<file path="src/rtl/led_water_monitor.sv">
// Receive-side checker for a running-light LED bus: locks onto a single lit LED
// rotating every STEP_CYCLES clocks and flags stuck, early, skipped or multi-hot patterns.
module led_water_monitor #(
    parameter int WIDTH       = 8,
    parameter int STEP_CYCLES = 4,
    parameter int LOCK_STEPS  = 3,
    parameter int DIR         = 0,
    localparam int PW         = $clog2(WIDTH)
) (
    input  logic             clock,
    input  logic             rst_n,
    input  logic [WIDTH-1:0] led_in,
    input  logic             clear,
    output logic             locked,
    output logic             fault,
    output logic             err_pulse,
    output logic [7:0]       err_count,
    output logic [15:0]      step_count,
    output logic [PW-1:0]    pos,
    output logic [1:0]       state_dbg
);

    localparam int DW = $clog2(STEP_CYCLES + 1);
    localparam int GW = $clog2(LOCK_STEPS + 1);

    typedef enum logic [1:0] {
        S_IDLE    = 2'd0,
        S_ACQUIRE = 2'd1,
        S_LOCKED  = 2'd2,
        S_FAULT   = 2'd3
    } state_t;

    state_t           state_q, state_d;
    logic [WIDTH-1:0] led_q;
    logic [WIDTH-1:0] led_next;
    logic [DW-1:0]    dwell_q;
    logic [GW-1:0]    good_q;
    logic [PW-1:0]    enc;
    logic             in_onehot;
    logic             checking;
    logic             is_hold;
    logic             is_step;
    logic             is_err;
    logic             capture;

    // Pattern classification of the current sample against the last accepted value.
    always_comb begin
        enc = '0;
        for (int i = 0; i < WIDTH; i++) begin
            if (led_in[i]) enc = PW'(i);
        end
        in_onehot = (led_in != '0) && ((led_in & (led_in - WIDTH'(1))) == '0);
        if (DIR == 0) led_next = {led_q[WIDTH-2:0], led_q[WIDTH-1]};
        else          led_next = {led_q[0], led_q[WIDTH-1:1]};
        checking = (state_q == S_ACQUIRE) || (state_q == S_LOCKED);
        is_hold  = (led_in == led_q) && (dwell_q < DW'(STEP_CYCLES));
        is_step  = (led_in == led_next) && (dwell_q == DW'(STEP_CYCLES));
        is_err   = checking && !is_hold && !is_step;
        capture  = (state_q == S_IDLE) && in_onehot;
    end

    always_ff @(posedge clock or negedge rst_n) begin
        if (!rst_n) state_q <= S_IDLE;
        else        state_q <= state_d;
    end

    always_comb begin
        state_d = state_q;
        case (state_q)
            S_IDLE:    if (in_onehot) state_d = S_ACQUIRE;
            S_ACQUIRE: begin
                if (is_err) state_d = S_IDLE;
                else if (is_step && good_q == GW'(LOCK_STEPS - 1)) state_d = S_LOCKED;
            end
            S_LOCKED:  if (is_err) state_d = S_FAULT;
            S_FAULT:   if (clear) state_d = S_IDLE;
            default:   state_d = S_IDLE;
        endcase
    end

    // Datapath: accepted value, dwell/lock counters and the visible position.
    always_ff @(posedge clock or negedge rst_n) begin
        if (!rst_n) begin
            led_q      <= '0;
            dwell_q    <= '0;
            good_q     <= '0;
            pos        <= '0;
            step_count <= '0;
        end else if (capture) begin
            led_q   <= led_in;
            dwell_q <= DW'(1);
            good_q  <= '0;
            pos     <= enc;
        end else if (checking && is_hold) begin
            dwell_q <= dwell_q + DW'(1);
        end else if (checking && is_step) begin
            led_q   <= led_in;
            dwell_q <= DW'(1);
            pos     <= enc;
            if (state_q == S_ACQUIRE) good_q <= good_q + GW'(1);
            if (state_q == S_LOCKED)  step_count <= step_count + 16'd1;
        end
    end

    // Clear outranks a simultaneous error: the count ends at zero.
    always_ff @(posedge clock or negedge rst_n) begin
        if (!rst_n) begin
            err_pulse <= 1'b0;
            err_count <= 8'd0;
        end else begin
            err_pulse <= is_err;
            if (clear)                             err_count <= 8'd0;
            else if (is_err && err_count != 8'hFF) err_count <= err_count + 8'd1;
        end
    end

    assign locked    = (state_q == S_LOCKED);
    assign fault     = (state_q == S_FAULT);
    assign state_dbg = state_q;

endmodule
</file>
<file path="config.mk">
export PLATFORM = sky130hd
export DESIGN_NAME = led_water_monitor
export DESIGN_NICKNAME = d
export VERILOG_FILES = /design/src/rtl/led_water_monitor.sv
export SDC_FILE = /design/constraint.sdc
export NUM_CORES = 1
export LEC_CHECK = 0
export BUFFER_PORTS_ARGS = -buffer_cell sky130_fd_sc_hd__buf_2
export CORE_ASPECT_RATIO = 1.1
export CORE_MARGIN = 4
export CORE_UTILIZATION = 56
export DETAILED_ROUTE_END_ITERATION = 8
export GPL_TIMING_DRIVEN = 0
export PLACE_DENSITY = 0.8
export SLEW_MARGIN = 20
export SYNTH_ARGS = -nofsm -noshare
export SYNTH_HDL_FRONTEND = slang
export SYNTH_SLANG_ARGS = --single-unit
</file>
<file path="constraint.sdc">
create_clock -name clock -period 2.8 [get_ports clock]
set_input_delay 0.56 -clock clock [delete_from_list [all_inputs] [get_ports clock]]
set_output_delay 0.56 -clock clock [all_outputs]
set_load 0.05 [all_outputs]
</file>
Word level (Yosys, flattened, before mapping)
Index checks and enable logic that the tools add are counted.

operators by class
  add/subtract/negate cells = 5
  order comparisons = 1
  eq/ne operators = 13
  multiplexer cells = 28
  bitwise operators = 3
  reduce and logical (&&, ||, !) cells = 24

operators with widths
  cell                                                                number
  8-bit 2-to-1 mux                                                    5
  3-bit 2-to-1 mux                                                    10
  2-bit 2-to-1 mux                                                    11
  16-bit by 1-bit adder with 16-bit output, second input constant     1
  8-bit == test                                                       2
  1-bit logical AND                                                   10
  8-bit by 1-bit adder with 8-bit output, second input constant       1
  8-bit bitwise AND                                                   1
  8-bit zero test                                                     1
  8-bit != test, second input constant                                1
  2-bit case mux with 4 select lines                                  1
  4-bit AND reduction                                                 2
  8-bit nonzero test                                                  1
  8-bit by 1-bit subtractor with 8-bit output, second input constant  1
  2-bit == test, second input constant                                3
  2-bit != test, second input constant                                3
  2-bit nonzero test                                                  3
  3-bit by 1-bit adder with 3-bit output, second input constant       1
  3-bit == test, second input constant                                1
  3-bit less-than comparator, second input constant                   1
  3-bit by 2-bit != test with 1-bit output, second input constant     1
  3-bit AND reduction                                                 1
  3-bit nonzero test                                                  1
  2-bit by 1-bit adder with 2-bit output, second input constant       1
  8 further kinds                                                     10

word-level totals
  register bits after elaboration = 43
  input port bits = 11
  output and inout port bits = 32
  logic and storage cells = 82

Logic depth before layout (Yosys ltp)
Gate-level depths: netlist of the first run.

  depth in word-level cells = 10
  gate-level depth with buffers = 9
  mapped depth without buffers = 8

Worst setup path before layout of the first run
No wires, ideal clock.

  kind = input to register
  start point = in led_in[5]
  end point = reg led_q[5]
  library setup time = 0.125 ns
  arrival time = 2.539 ns
  data required time = 2.675 ns
  slack = 0.136 ns
  stages on the path = 8
  path buffers = 2
  cells stage by stage = buf_4 > or4_4 > o21a_1 > o311a_1 > and3_4 > nor2_8 > buf_8 > mux2_4

between the ends
  cells in the longest elaborated chain, start to end = 7
  elaborated cells on any way between the ends = 18
  those cells by class = add/sub: 1; eq/ne: 3; mux: 3; bitwise: 1; reduce/logical: 10

RTL lines
  element                                                        RTL line  text
  from (decl)                                                    12        input logic [WIDTH-1:0] led_in,
  8-bit by 1-bit subtractor with 8-bit output                    52        in_onehot = (led_in != '0) && ((led_in & (led_in - WIDTH'(1))) == '0);
  8-bit bitwise AND                                              52
  8-bit zero test                                                52
  1-bit logical AND                                              52
  1-bit logical AND                                              59        capture = (state_q == S_IDLE) && in_onehot;
  2-bit != test (no line) or 2-bit nonzero test (tied branches)  n/a
  2-bit AND reduction (no line)                                  n/a
  to (signal assigned)                                           90        led_q <= led_in;
  to (signal assigned)                                           97        led_q <= led_in;
  to (decl)                                                      34        logic [WIDTH-1:0] led_q;

Parallel ways exist; a longest one is shown, timed or not. The select of a mux whose other input is x is not followed.
A chain may end at the register's enable or synchronous reset.

Final worst setup path of the first run
  start point = in led_in[5]
  end point = reg led_q[6]

The elaborated chain is that of the path after synthesis.

==> metrics.md, run 1 <==
| Metric | Value |
|---|---|
| Fill cells | `about 340` |
| Yosys warnings | `0` |
| Syn avg cell area | `between 10 and 15 um^2` |
| Slowest cell on the critical path | `or4_4` |
| FF+latch count, synth | `43` |
| Kind of critical path | `input pin to register` |
| Skew final | `between 0.005 and 0.006 ns` |
| # IOs | `43` |
| Area growth from synthesis to layout | `14.1%` |
| Synthesized cell area | `around 2400 um^2` |
| Slew @ Worst Pin | `between 0.9 and 1 ns` |
| Status | `completed` |
| Detailed Place HPWL | `between 3000 and 4000 um` |
| Largest net degree at the start of global routing | `44` |
| Pwr dens | `747 nW/um^2` |
| Starting DRT DRC Count | `39` |
| Antenna diodes | `0` |
| Critical path arrival | `~2.7 ns` |
| Critical Path Max Stage Delay | `between 0.5 and 0.6 ns` |
| DR vias/cell | `~5.6` |
| # resized after CTS | `0` |
| Total Routing Usage GR | `18.9%` |
| First-pass GRT wire length | `between 8000 and 9000 um` |
| Initial antenna violation count | `0` |
| Min setup slack post-route | `0.289 ns` |
| Postcts setup bufs | `0` |
| Avg WL per Cell | `around 14 um` |
| Period utilization | `about nine tenths` |
| Maximum Capacitance Violations | `0` |
| Area leader, netlist | `dfrtp_1` |
| Total Power | `around 2100 uW` |
| CTS tree | `yes` |
| Worst skew pair latency | `roughly 0.3 ns` |
| Drt drc | `0` |
| Required @ worst endpoint | `between 2 and 3 ns` |
| Register area | `roughly 1100 um^2` |
| Worst rel slew slack | `approximately 37%` |
| CTS buffer count | `5` |
| Vias | `~1800` |
| Core Region | `about 4100 um^2` |
| Buffers & Inverters on Critical Path | `2` |
| Routability cong. | `0.779` |
| DRT Wirelength | `approximately 4700 um` |
| Layout net count | `just under 300` |
| Pleak | `between 0.001 and 0.0015 uW` |
| Worst min path class | `input pin to async pin` |
| Area of the multi-input gates | `roughly 1200 um^2` |
| Final Hold Viols | `0` |
| Primary FF master, synth | `dfrtp_1` |
| Clock Pin Slew Worst Setup and Hold Paths | `0.08 ns` |
| Fin cells | `327` |
| Inst Count DP | `between 300 and 400` |
| Delay-heaviest family, CP | `simple AND/OR/NAND/NOR gates` |
| Fin. max-slew vios | `0` |
| Critical path, cell by cell | `buf_4 > or4_4 > o21a_1 > o311a_1 > and3_4 > nor2_8 > buf_8 > mux2_4` |
| Routed Antenna Nets | `0` |
| Sink Count | `43` |
| Maximum vdd drop | `442 uV` |
| First-pass DRT Iterations | `4` |
| Row cnt | `24` |
| Crit path max fanout | `10` |
| Post-synth ARST share | `between 90% and 100%` |
| Most common cell in the synthesized netlist | `dfrtp_1` |
| Clk buf depth | `2` |
| Final setup violating endpoints | `0` |
| Global route total overflow | `0` |
| Seq/Total Area, Yosys | `44.1%` |
| Port Buffer Count | `33` |
| Post-CTS Hold Fix Bufs | `0` |
| Die W | `~70 um` |
| H-tree depth | `2` |
| Min Clock Period, post-route | `2.51 ns` |
| RSZ-0062 raised after global routing | `false` |
| Number of synthesized flops with an enable pin | `0` |
| Yosys top cell area share | `approximately 44%` |
| Layout cells sized above 1 | `25.8%` |
| Number of global-route vias before repair | `between 1500 and 2000` |
| Final Core Density | `between 60 and 70%` |
| Post-synth top cells | `dfrtp_1 (43), xnor2_1 (34), nor2_1 (19)` |
| Distinct cell type count of the synthesized netlist | `48` |
| Chip height | `just under 80 um` |
| Die ar. | `roughly 5500 um^2` |
| Setup crit end kind | `register` |
| Initial Utilization | `about three fifths` |
| Pre-CTS WS | `-0.0120 ns` |
| Startpoint Class | `input pin` |
| Synth Net Count | `~250` |
| Root buf cell | `clkbuf_8` |
| Ranking of synthesized cells by area | `dfrtp_1 (44%), xnor2_1 (12%), ha_1 (4.6%), nand3_1 (3.5%), mux2_2 (3.2%)` |
| Synth Instances | `around 230` |
| Max Clock Freq | `~400 MHz` |
-- power breakdown --
group          switching (uW)  internal [uW]  total, uW
Sequential               99.9            727        827
Clock                     219            266        485
Combinational             492            272        764
-- state kept, by name (all words and copies together), names as in the netlist, named ones only --
name,cells
dwell_q,3
err_count,8
err_pulse,1
good_q,2
led_q,8
pos,3
state_dbg,1
step_count,16
-- worst paths after layout --
path | slack (ns) | cells past startpoint | from | to
max | 0.29 | 8 | led_in[5] | led_q[6]
min | 0.41 | 1 | rst_n | good_q[1]
max reg2reg | 0.50 | 8 | state_dbg[0] | step_count[13]
min reg2reg | 0.48 | 2 | pos[0] | pos[0]
max in group asynchronous | 1.81 | 1 | rst_n | err_count[3]
min in group clock | 0.48 | 2 | pos[0] | pos[0]
-- through the flow --
| stage | area [um^2] | hold slack [ns] | TNS (ns) |
|---|---|---|---|
| 2_1_floorplan | 2440 | 0.264 | 0 |
| 3_3_place_gp | 2670 | 0.457 | -0.0122 |
| 3_5_place_dp | 2670 | 0.466 | -0.0237 |
| 4_1_cts | 2780 | 0.427 | 0 |
| 5_1_grt | 2780 | 0.472 | 0 |
| 6_report | 2780 | 0.408 | 0 |
-- cell type report --
type | count | share of cell area [%]
clock inverters | 3 | 1.58
clock buffers | 5 | 2.48
plain buffers | 12 | 3.24
well taps | 52 | 2.34
inverters | 11 | 1.49
repair buffers | 33 | 5.94
multi-input cells | 168 | 44.2
flip-flops and latches | 43 | 38.7
-- logic make-up (layout without fill, tap and decap cells) --
kind of cell / count (synthesis) / count (layout) / synth area share [%]
and+or+nand+nor: 89 / 89 / 21.1
DFF: 43 / 43 / 44.1
xor gates and xnor gates: 39 / 39 / 14.0
buffers and inverters: 23 / 64 / 5.39
AOI/OAI and AO/OA: 20 / 20 / 5.44
muxes: 11 / 11 / 5.29
adders and majority gates: 9 / 9 / 4.62
-- cell usage in the layout, fill, tap and decap left out, types with 3 or more instances in the layout --
cell type	count
xor2_1	5
nand2_1	12
buf_2	36
buf_6	3
nand3_1	17
a21oi_1	6
dfrtp_1	43
and3_1	5
ha_1	9
xnor2_1	34
mux2_2	7
nor2_1	19
nor3_1	5
nand4_1	9
inv_1	11
clkbuf_8	5
o21ai_0	5
-- routing by layer --
layer  track usage (%)  up-vias  routed length (um)
met5                 0        -                   0
met4              5.64        0                  61
met3              4.18        6                 203
met2              30.9       35                2380
met1              24.9      891                2080
li1                  -      886                   -
(Power assumes the default switching activity.)
==> run 2: changes to the inputs <==
- PLACE_DENSITY: 0.8 -> default
- PLACE_DENSITY_LB_ADDON: default -> 0.05
==> run 2 against run 1 <==
Net effect: sequential cell count unchanged; cell count unchanged; clock skew up 0.0026 ns; register-to-register slack worse by 0.04 ns; sequential power about the same; non-clock buffer count unchanged; highest routed layer unchanged.
==> metrics.md, run 2 (synthesis results as in run 1) <==
| Metric | Value |
|---|---|
| Status | `completed` |
| Worst reg2reg path startpoint | `state_dbg[0]` |
| Fill cells | `356 (+3.8%)` |
| Antenna diodes | `0 (unchanged)` |
| Worst rel slew slack | `37.9% (+1.3 points)` |
| Skew final | `0.00827 ns (+0.00259 ns)` |
| Avg WL per Cell | `14.4 um (-0.34%)` |
| Initial antenna violation count | `0 (unchanged)` |
| Fin cells | `327 (unchanged)` |
| CTS tree | `yes` |
| Initial Utilization | `59.7% (unchanged)` |
| Worst R2R End | `step_count[11]` |
| Final Core Density | `68.2% (+0.12 points)` |
| Number of global-route vias before repair | `1713 (-7.6%)` |
| Port Buffer Count | `33 (unchanged)` |
| Clock share of power | `23.9% (+0.6 points)` |
| Maximum Capacitance Violations | `0 (unchanged)` |
| Core Region | `4080 um^2 (unchanged)` |
| Biggest regs | `step_count x16, err_count x8, led_q x8` |
| Pleak | `0.00134 uW (+0.23%)` |
| Routability cong. | `0.737 (-5.5%)` |
| Slew @ Worst Pin | `0.932 ns (-0.0193 ns)` |
| Most frequent cells in the layout | `dfrtp_1 (43), buf_2 (36), xnor2_1 (34), nor2_1 (19), nand3_1 (17)` |
| # resized after CTS | `0 (unchanged)` |
| Maximum vdd drop | `453 uV (+2.3%)` |
| Drt drc | `0 (unchanged)` |
| Worst min path class | `input pin to async pin` |
| Row cnt | `24 (unchanged)` |
| Max FFs per register | `16 (unchanged)` |
| Total Routing Usage GR | `18.3% (-0.58 points)` |
| Post-CTS Hold Fix Bufs | `0 (unchanged)` |
| H-tree depth | `2 (unchanged)` |
| DR vias/cell | `5.43 (-2.3%)` |
| Min Clock Period, post-route | `2.52 ns (+0.0103 ns)` |
| Critical path arrival | `2.70 ns (about the same)` |
| Fin. max-slew vios | `0 (unchanged)` |
| RSZ-0062 raised after global routing | `false` |
| Reg2Reg Depth | `8 (unchanged)` |
| Root buf cell | `clkbuf_8` |
| First-pass DRT Iterations | `4 (unchanged)` |
| Required @ worst endpoint | `2.98 ns (about the same)` |
| Die ar. | `5470 um^2 (unchanged)` |
| Chip height | `77.2 um (unchanged)` |
| Logic gate share of total power | `36.8% (about the same)` |
| Layout cells sized above 1 | `25.8% (unchanged)` |
| Clk buf depth | `2 (unchanged)` |
| Pint | `1290 uW (+1.9%)` |
| Vias | `1777 (-2.3%)` |
| Largest net degree at the start of global routing | `44 (unchanged)` |
| Crit path max fanout | `10 (unchanged)` |
| Area growth from synthesis to layout | `14.3%` |
| Net Switching | `810 uW (-0.15%)` |
| Most common cell after layout, fill and taps aside | `dfrtp_1` |
| Startpoint Class | `input pin` |
| Switching fraction of total power | `38.6% (-0.47 points)` |
| Layout net count | `294 (unchanged)` |
| Flop pwr share | `39.3% (-0.5 points)` |
| Max Clock Freq | `397 MHz (-0.41%)` |
| CTS buffer count | `5 (unchanged)` |
| Die W | `70.9 um (unchanged)` |
| FF-to-FF setup slack | `0.46 ns (-0.04 ns)` |
| # IOs | `43 (unchanged)` |
| Detailed Place HPWL | `3470 um (+1.7%)` |
| First-pass GRT wire length | `8080 um (-4.7%)` |
| Inst Count DP | `319 (unchanged)` |
| Period utilization | `90.0% (+0.37 points)` |
| Total Power | `2100 uW (+1.1%)` |
| Final Hold Viols | `0 (unchanged)` |
| Setup crit end kind | `register` |
| Worst skew pair latency | `0.29 ns (about the same)` |
| Final setup violating endpoints | `0 (unchanged)` |
| Clock Pin Slew Worst Setup and Hold Paths | `0.09 ns (about the same)` |
| Pwr dens | `753 nW/um^2 (+0.89%)` |
| Postcts setup bufs | `0 (unchanged)` |
| Kind of critical path | `input pin to register` |
| Routed Antenna Nets | `0 (unchanged)` |
| Starting DRT DRC Count | `68 (+74%)` |
| Global route total overflow | `0 (unchanged)` |
| Biggest register | `step_count` |
| DRT Wirelength | `4710 um (-0.34%)` |
| Sink Count | `43 (unchanged)` |
-- run 2: cell count changes in the layout (fill, tap and decap cells not counted) --
| cell | before | now |
|---|---|---|
| clkinv_4 | 1 | 0 |
| clkbuf_8 | 5 | 6 |
-- run 2: how the worst max path moves through the flow --
stage	cells after the start	endpoint	startpoint
floorplan	8	led_q[5]	led_in[5]
CTS	8	led_q[5]	led_in[5]
detailed placement	8	led_q[5]	led_in[5]
global placement	8	led_q[6]	led_in[5]
finish	8	led_q[6]	led_in[5]
global route	8	led_q[5]	led_in[5]
-- run 2: worst max-delay path, cell delays in order --
cell	delay (ns)
buf_4	0.15
or4_4	0.52
o21a_1	0.18
o311a_1	0.40
and3_4	0.25
nor2_8	0.18
buf_8	0.16
mux2_4	0.29
-- run 2: layout make-up --
type / instances / area (um^2) / area share [%]
buffer: 12 / 90.1 / 3.23
clock buffer: 6 / 82.6 / 2.96
clock inverter: 2 / 35.0 / 1.26
inverter: 11 / 41.3 / 1.48
multi-input combinational: 168 / 1230 / 44.2
sequential: 43 / 1080 / 38.6
tap: 52 / 65.1 / 2.34
timing repair buffer: 33 / 165 / 5.93
-- run 2: per-stage QoR --
stage / setup slack, ns / area [um^2] / setup TNS [ns] / hold WS, ns
3_3_place_gp: -0.0190 / 2670 / -0.0374 / 0.458
4_1_cts: 0.275 / 2790 / 0 / 0.436
6_report: 0.279 / 2790 / 0 / 0.399
3_5_place_dp: -0.0372 / 2670 / -0.0744 / 0.466
5_1_grt: 0.227 / 2790 / 0 / 0.479
2_1_floorplan: 0.136 / 2440 / 0 / 0.264
-- run 2: per-layer routing --
| layer | part of all wire (%) | up-vias | GRT usage (%) |
|---|---|---|---|
| li1 | - | 885 | - |
| met1 | 46 | 852 | 24.5 |
| met2 | 49 | 36 | 29.3 |
| met3 | 3.9 | 4 | 4.05 |
| met4 | 0.93 | 0 | 6.02 |
| met5 | 0 | - | 0 |
-- run 2: power by group through the flow --
stage               clock network (uW)  registers (uW)  logic (uW)
floorplan                            0             981         462
global placement                     0             833         757
detailed placement                   0             836         776
CTS                                517             824         778
global route                       543             843         844
finish                             501             824         773
